**config.mk**
```make
export PLATFORM = sky130hd
export DESIGN_NAME = uart_rx_frontend
export DESIGN_NICKNAME = d
export VERILOG_FILES = /design/src/rtl/uart_pkg.sv /design/src/rtl/uart_baud_tick.sv /design/src/rtl/uart_rx_frontend.sv
export SDC_FILE = /design/constraint.sdc
export NUM_CORES = 1
export LEC_CHECK = 0
export CAP_MARGIN = 20
export CORE_ASPECT_RATIO = 1.5
export CORE_MARGIN = 5
export CORE_UTILIZATION = 61
export DETAILED_ROUTE_END_ITERATION = 10
export PLACE_DENSITY = 0.83
export SLEW_MARGIN = 20
export SYNTH_ARGS = -nofsm -noshare
export SYNTH_HDL_FRONTEND = slang
export SYNTH_SLANG_ARGS = --single-unit
```
**constraint.sdc**
```tcl
create_clock -name clk_in -period 5.1 [get_ports clk_in]
set_clock_uncertainty 0.2 [all_clocks]
set_input_delay 1.02 -clock clk_in [delete_from_list [all_inputs] [get_ports clk_in]]
set_output_delay 1.02 -clock clk_in [all_outputs]
set_load 0.01 [all_outputs]
```
**src/rtl/uart_pkg.sv**
```systemverilog
// Shared types and constants for the UART receive front end.
package uart_pkg;

   typedef enum logic [2:0] {
      StArm,
      StIdle,
      StStart,
      StData,
      StParity,
      StStop
   } state_e;

   localparam int unsigned OVERSAMPLE = 16;
   localparam int unsigned SAMPLE_MID = 7;
   localparam int unsigned DATA_BITS  = 8;

   function automatic int unsigned calc_div(input int unsigned clk_freq,
                                            input int unsigned baud);
      return clk_freq / (baud * OVERSAMPLE);
   endfunction

endpackage

```
**src/rtl/uart_baud_tick.sv**
```systemverilog
// Oversample tick divider: counts 0..DIV-1 and pulses tick_o at DIV-1.
module uart_baud_tick #(
   parameter int unsigned DIV = 4
) (
   input  logic clk_in,
   input  logic sys_rstn,
   input  logic restart_i,
   output logic tick_o
);

   localparam int unsigned CW = (DIV > 1) ? $clog2(DIV) : 1;
   localparam logic [CW-1:0] CntLast = CW'(DIV - 1);

   logic [CW-1:0] cnt_q, cnt_d;

   always_comb begin
      cnt_d = cnt_q + 1'b1;
      if (restart_i || (cnt_q == CntLast)) begin
         cnt_d = '0;
      end
   end

   always_ff @(posedge clk_in or negedge sys_rstn) begin
      if (!sys_rstn) begin
         cnt_q <= '0;
      end else begin
         cnt_q <= cnt_d;
      end
   end

   assign tick_o = (cnt_q == CntLast);

endmodule

```
**src/rtl/uart_rx_frontend.sv**
```systemverilog
// 8N1 UART receiver with one-entry holding register and sticky error flags.
// Define UART_RX_PARITY_EN to receive 8E1 frames and report parity errors.
module uart_rx_frontend
   import uart_pkg::*;
#(
   parameter int unsigned CLK_FREQ   = 25_000_000,
   parameter int unsigned BAUD       = 9600,
   parameter int unsigned OVERSAMPLE = 16,
   parameter int unsigned DIV        = calc_div(CLK_FREQ, BAUD)
) (
   input  logic       clk_in,
   input  logic       sys_rstn,
   input  logic       uart_rxd,
   output logic [7:0] rx_data,
   output logic       rx_valid,
   input  logic       rx_ack,
   input  logic       err_clr,
   output logic       rx_overrun,
   output logic       rx_frame_err,
   output logic       rx_parity_err
);

   localparam logic [3:0] PhLast = 4'(OVERSAMPLE - 1);
   localparam logic [3:0] PhS0   = 4'(SAMPLE_MID);
   localparam logic [3:0] PhS1   = 4'(SAMPLE_MID + 1);
   localparam logic [3:0] PhDec  = 4'(SAMPLE_MID + 2);
   localparam logic [2:0] BitLast = 3'(DATA_BITS - 1);

   logic [1:0] sync_q;
   state_e     state_q;
   logic [3:0] ph_q;
   logic [2:0] bit_q;
   logic [7:0] shift_q;
   logic       s0_q, s1_q;
   logic       commit_q;
   logic [7:0] data_q;
   logic       valid_q, ovr_q, ferr_q;

   logic rxs, tick, restart, maj;

   assign rxs     = sync_q[1];
   assign restart = (state_q == StIdle) && !rxs;
   assign maj     = (s0_q & s1_q) | (s0_q & rxs) | (s1_q & rxs);

   uart_baud_tick #(
      .DIV (DIV)
   ) u_tick (
      .clk_in    (clk_in),
      .sys_rstn  (sys_rstn),
      .restart_i (restart),
      .tick_o    (tick)
   );

`ifdef UART_RX_PARITY_EN
   logic perr_q;
   always_ff @(posedge clk_in or negedge sys_rstn) begin
      if (!sys_rstn) begin
         perr_q <= 1'b0;
      end else if (state_q == StParity && tick && ph_q == PhDec && (maj != ^shift_q)) begin
         perr_q <= 1'b1;
      end else if (err_clr) begin
         perr_q <= 1'b0;
      end
   end
   assign rx_parity_err = perr_q;
`else
   assign rx_parity_err = 1'b0;
`endif

   always_ff @(posedge clk_in or negedge sys_rstn) begin
      if (!sys_rstn) begin
         sync_q   <= 2'b11;
         state_q  <= StArm;
         ph_q     <= '0;
         bit_q    <= '0;
         shift_q  <= '0;
         s0_q     <= 1'b0;
         s1_q     <= 1'b0;
         commit_q <= 1'b0;
         data_q   <= '0;
         valid_q  <= 1'b0;
         ovr_q    <= 1'b0;
         ferr_q   <= 1'b0;
      end else begin
         sync_q   <= {sync_q[0], uart_rxd};
         commit_q <= 1'b0;
         // Clears first so that any set below in the same cycle wins.
         if (err_clr) begin
            ovr_q  <= 1'b0;
            ferr_q <= 1'b0;
         end
         if (rx_ack && valid_q) begin
            valid_q <= 1'b0;
         end
         if (commit_q) begin
            if (!valid_q || rx_ack) begin
               data_q  <= shift_q;
               valid_q <= 1'b1;
            end else begin
               ovr_q <= 1'b1;
            end
         end

         case (state_q)
            StArm: begin
               if (!rxs) begin
                  ph_q <= '0;
               end else if (tick) begin
                  ph_q <= ph_q + 1'b1;
                  if (ph_q == PhLast) begin
                     state_q <= StIdle;
                  end
               end
            end
            StIdle: begin
               if (!rxs) begin
                  ph_q    <= '0;
                  state_q <= StStart;
               end
            end
            default: begin
               if (tick) begin
                  ph_q <= ph_q + 1'b1;
                  if (ph_q == PhS0) s0_q <= rxs;
                  if (ph_q == PhS1) s1_q <= rxs;
                  if (ph_q == PhDec) begin
                     case (state_q)
                        StStart: if (maj) state_q <= StIdle;
                        StData:  shift_q <= {maj, shift_q[7:1]};
                        StStop: begin
                           if (maj) begin
                              commit_q <= 1'b1;
                              state_q  <= StIdle;
                           end else begin
                              ferr_q  <= 1'b1;
                              ph_q    <= '0;
                              state_q <= StArm;
                           end
                        end
                        default: ;
                     endcase
                  end
                  // Bit boundaries advance on phase wrap.
                  if (ph_q == PhLast) begin
                     case (state_q)
                        StStart: begin
                           bit_q   <= '0;
                           state_q <= StData;
                        end
                        StData: begin
                           bit_q <= bit_q + 1'b1;
                           if (bit_q == BitLast) begin
`ifdef UART_RX_PARITY_EN
                              state_q <= StParity;
`else
                              state_q <= StStop;
`endif
                           end
                        end
                        StParity: state_q <= StStop;
                        default: ;
                     endcase
                  end
               end
            end
         endcase
      end
   end

   assign rx_data      = data_q;
   assign rx_valid     = valid_q;
   assign rx_overrun   = ovr_q;
   assign rx_frame_err = ferr_q;

endmodule

```
**After elaboration in Yosys (flattened, before gate mapping)**

Cells that the tools add are included.
Widths: inputs -> output; s select.

- Add/subtract/negate cells: 3
- Equal/unequal tests: 16
- Mux-type cells: 40
- Bitwise gates (word level): 6
- Reduce and logical (&&, ||, !) cells: 18

Operator list:

| operator | number |
|---|---|
| $mux 4 | 7 |
| $mux 3 | 9 |
| $mux 1 | 18 |
| $pmux 3 s2 | 3 |
| $eq 4x4->1 const B | 3 |
| $eq 3x3->1 const B | 3 |
| $pmux 3 s3 | 1 |
| $reduce_and 3->1 | 3 |
| $add 8x1->8 const B | 1 |
| $eq 8x8->1 const B | 1 |
| $mux 8 | 1 |
| $ne 2x2->1 const B | 4 |
| $pmux 4 s2 | 1 |
| $reduce_and 4->1 | 2 |
| $eq 3x2->1 const B | 2 |
| $reduce_and 5->1 | 1 |
| $add 4x1->4 const B | 1 |
| $eq 4x3->1 const B | 1 |
| $reduce_bool 2->1 | 2 |
| $add 3x1->3 const B | 1 |
| $and 1x1->1 | 3 |
| $eq 3x1->1 const B | 1 |
| $logic_not 3->1 | 1 |
| $ne 3x3->1 const B | 1 |
| 8 further kinds | 12 |

- Flip-flop bits (word level): 42
- Bits of input ports: 5
- Output and inout port bits: 12
- Word-level logic and storage cells: 96

**Longest topological paths before layout**

- Depth in word-level cells: 11
- Depth in mapped cells: 7
- Mapped depth without buffers: 6

**Cells and area by module**

From an unflattened synthesis, not the netlist that was laid out.

- Cell total of the unflattened synthesis: 179
- Area, all modules: 2035.7 um2

Modules (own cells, without submodules):

| module | instances | cells an instance | area an instance (um2) | seq. area each (um2) |
|---|---|---|---|---|
| uart_rx_frontend | 1 | 136 | 1610.3 | 853.3 |
| uart_baud_tick | 1 | 43 | 425.4 | 200.2 |

**Worst setup path before layout**

Ideal clock, no wire load.

- Path type: input to register
- Start point: input rx_ack
- End point: register data_q[0] (netlist: rx_data[0])
- Setup time: 0.125 ns
- Data arrival time: 1.740 ns
- Required time: 4.775 ns
- Path slack: 3.035 ns
- Stages on the path: 3
- Path buffers: 0
- Cells stage by stage: nand2b_1 > nand2_1 > mux2_2

- Word-level cells in the longest chain between the ends: 2

Ends and longest elaborated chain:

| item | line | RTL |
|---|---|---|
| from (decl) | uart_rx_frontend.sv:16 | `input logic rx_ack,` |
| $logic_or 1x1->1 | uart_rx_frontend.sv:96 | `if (!valid_q \|\| rx_ack) begin` |
| $reduce_and 2->1 (no source line) | - |  |
| to (signal assigned) | uart_rx_frontend.sv:97 | `data_q <= shift_q;` |
| to (decl) | uart_rx_frontend.sv:36 | `logic [7:0] data_q;` |

Every way passes these cells.
A chain may end at the register's enable or synchronous reset.

**Worst setup path after layout**

- Start point: register ovr_q (netlist: rx_overrun)
- End point: output rx_overrun

RTL lines:

| item | line | RTL |
|---|---|---|
| from (decl) | uart_rx_frontend.sv:37 | `logic valid_q, ovr_q, ferr_q;` |
| from (signal assigned) | uart_rx_frontend.sv:82 | `ovr_q <= 1'b0;` |
| from (signal assigned) | uart_rx_frontend.sv:89 | `ovr_q <= 1'b0;` |
| from (signal assigned) | uart_rx_frontend.sv:100 | `ovr_q <= 1'b1;` |
| to (decl) | uart_rx_frontend.sv:18 | `output logic rx_overrun,` |

No word-level cell between the ends.

==> impl_summary.md <==
Setup path
The number of buffers and inverters on the critical path is 1. STA classifies the critical path endpoint as a primary output. Of all nets on the critical path, the largest fanout is 2. STA puts the critical path data required time at slightly below 4000 ps. The startpoint type of the worst setup path is a flop. The endpoint identified for the worst register-to-register timing path is shift_q[2].

The cell family contributing the most delay on the critical path is buffers and inverters. The startpoint identified for the worst register-to-register timing path is u_tick.cnt_q[1]. The delay of the slowest cell on the worst path is ~550 ps. The worst setup path is of the flop to primary output kind.

The data arrival at the endpoint of the critical path is 1210 ps. Traced cell by cell, the critical path runs through clkdlybuf4s50_1. The depth of the worst register-to-register path is 6. The worst reg-to-reg setup slack is 2920 ps.

The origin of the worst setup path is rx_overrun. The slowest stage of the critical path is the sky130_fd_sc_hd__clkdlybuf4s50_1 cell.

Global route
The largest net degree at the start of global routing is 43. The remaining global-route overflow is 0. The first-pass GRT wire length is 6272 um. The number of antenna violations at the first check in global routing came to 0. The via count of the first global-routing pass is between 1000 and 1500. The global-route total usage across every layer is 17.70%.

Clocking
For this design, the sink count on the clock tree is between 40 and 50. The H-tree was split into 2 levels. The clock tree from TritonCTS is yes. Clock tree synthesis selected as its root buffer the cell sky130_fd_sc_hd__clkbuf_8. The number of buffers added by the clock tree synthesis step is 5. After clock tree synthesis, the flow added hold-fix buffers numbering 0. At the later pin of the worst-skew pair, clock insertion delay measures 290 ps. In this run, post-CTS repair resized a total of 0 instances. The clock-pin slew on the worst setup and hold paths is 80 ps.

The clock passes through at most 2 buffers. The count of buffers added by post-CTS timing repair for setup is 0.

Route
The per-cell routed wire length is 15.85 um. The remaining design rule violation count is 0. The routed wire length is 3550 um. The total via count in the routed design is 1343. The detail route stage leaves a number of antenna-violating nets equal to 0.

Before antenna repair, the detailed router went through 4 iterations. Dividing the detail-routed via count by the number of cells gives about 6.0. The first routing iteration left 25 violations.

Timing
Setup repair after global routing left no endpoint under its margin. The number of pins with negative max-slew slack in the final report is 0. The slack of the critical path is 2667 ps. Setup violations remaining at the end of the flow were counted as 0. Summed over all failing endpoints, the final setup total negative slack is 0 ps. The final critical path takes up 47.70% of the cycle. The highest clock rate is around 410 MHz. The minimum clock period after layout is 2433 ps. The worst slew slack as a fraction of its limit is 40.19%. At the pin with the least slew margin, the transition time is 897.2 ps.

The final hold violation count is 0.

Synth
The synthesized instance count is 166. The synthesized netlist occupies a cell area of 2048 um2. The post-synthesis average cell area is 12.34 um2. sky130_fd_sc_hd__dfrtp_1 is the most common cell in the netlist. After synthesis the netlist holds a flip-flop and latch count of 42.

The main flop type after synthesis is sky130_fd_sc_hd__dfrtp_1. The number of nets in the synthesized netlist is 178. The synthesized design devotes to its leading area cell type 48.87% of total area. Sorting the synthesized cells by how often they occur yields 40 x sky130_fd_sc_hd__dfrtp_1, 13 x sky130_fd_sc_hd__nor2_1, 11 x sky130_fd_sc_hd__inv_1. Synthesis instantiated 53 different standard cells from the library. Of all flip-flops after synthesis, the portion carrying an async set or reset was 100.0%. The number of enable flip-flop cells after synthesis is 0. The largest total area in the synthesized netlist belongs to sky130_fd_sc_hd__dfrtp_1.

By area the synthesized netlist is led by sky130_fd_sc_hd__dfrtp_1 49%, sky130_fd_sc_hd__mux2_4 5.9%, sky130_fd_sc_hd__mux2_2 4.9%. For this run, the number of Yosys warnings is 0. The part of the Yosys area used for sequential elements is 51.44%.

Floorplan
The area of the die is 4640 um2. The core outline area is 3191 um2. Row generation in the floorplan step produced 25 rows. The number of primary I/O pins is 17. The die is 57.31 um wide. The die is 80.97 um tall. Once the floorplan was initialized, standard cells occupied 64.20% of the core.

Worst hold path
The tightest min-delay check is of the flop to flop type. The path with the worst hold slack has its endpoint at sync_q[1]. The hold path startpoint is sync_q[0]. Counting instances, the worst hold path has a depth of 0.

Status
The run finished with clean final reports.

Placed design
During placement, the flow inserted port buffers numbering 15. After detailed placement, the design holds a cell count of 216. The placed cell area is approximately 2200 um2. The HPWL reported at the end of detailed placement is 2636 um. The post-placement worst setup slack is 2513 ps. The global placer's final weighted congestion is 0.7949.

Final layout
The filler cells instantiated in the layout total about 230. 0 antenna diodes ended up in the layout. The layout net count is 195.

The finished cells cover 2317 um2. The share of cells above drive strength 1 is 20.65%. Leaving out filler cells and counting taps, the final layout contains 224. Relative to the synthesized area, the layout overhead comes to 13.13%.

Power and ir drop
Summed over all cells, the static leakage comes to 1.090 nW. The post-route total power is 0.0006404 W. The total power divided by cell area is 276.4 nW/um2. The largest voltage drop on the vdd net is 0.0002228 V.

Run
The number of maximum-capacitance violations is 0.
-- sequential cells by signal (all words and copies together), names as in the netlist --
register / count
rx_frame_err: 1
rx_overrun: 1
rx_data: 8
commit_q: 1
u_tick.cnt_q: 8
state_q: 3
ph_q: 4
rx_valid: 1
s1_q: 1
s0_q: 1
sync_q: 2
shift_q: 8
bit_q: 3
-- worst max path at each step --
| stage | cells past startpoint | endpoint |
|---|---|---|
| finish | 1 | rx_overrun |
| global route | 1 | rx_data[6] |
| CTS | 1 | rx_overrun |
| detailed placement | 4 | rx_data[5] |
| global placement | 4 | rx_data[6] |
| floorplan | 3 | rx_data[0] |
-- cells in the final DEF, fill, tap and decap left out, types with 4 or more instances in the layout --
cell type / count
sky130_fd_sc_hd__nand3_1: 7
sky130_fd_sc_hd__nand2_1: 6
sky130_fd_sc_hd__xor2_1: 5
sky130_fd_sc_hd__dfrtp_1: 40
sky130_fd_sc_hd__clkbuf_8: 5
sky130_fd_sc_hd__and3_1: 4
sky130_fd_sc_hd__clkdlybuf4s50_1: 14
sky130_fd_sc_hd__ha_1: 7
sky130_fd_sc_hd__mux2_2: 9
sky130_fd_sc_hd__nor2_1: 13
sky130_fd_sc_hd__inv_1: 11
sky130_fd_sc_hd__mux2_4: 8
-- per-layer routing --
metal	vias up	track usage, %	wire, um
met5	-	0	0
li1	626	-	-
met4	0	9.977	114
met2	34	32.84	1946
met3	15	4.452	154
met1	668	17.63	1335
-- layout make-up --
class                      count  area (um2)  share of cell area, %
timing repair buffer          15       145.1                  6.263
sequential                    42        1054                  45.46
clock inverter                 3       40.04                  1.728
multi-input combinational    107       914.6                  39.47
inverter                      12       45.04                  1.944
tap                           40       50.05                  2.160
clock buffer                   5       68.82                  2.970
-- power by group --
group          switching, W  internal (W)  total [W]
clock network      0.000110      0.000144   0.000254
logic             0.0000193     0.0000150  0.0000343
registers         0.0000118      0.000341   0.000352
total              0.000141      0.000500   0.000640
-- metrics by stage --
| step | util, % | hold WS (ps) |
|---|---|---|
| after floorplan | - | 145.2 |
| after global placement | 69.22 | 146.2 |
| after detailed placement | 69.22 | 148.8 |
| after CTS | 72.63 | 159.6 |
| after global routing | 72.63 | 165.7 |
| final | 72.63 | 159.5 |
-- kinds of logic (layout without fill, tap and decap cells) --
logic type	after synthesis	count (layout)	share of synthesized area [%]
and+or+nand+nor	48	48	14.11
buffers and inverters	17	35	3.909
xor gates and xnor gates	6	6	2.566
DFF	42	42	51.44
other	1	1	0.1831
AOI/OAI and AO/OA	22	22	9.530
adders and majority gates	8	8	4.826
muxes	22	22	13.44
(Power assumes the default switching activity.)
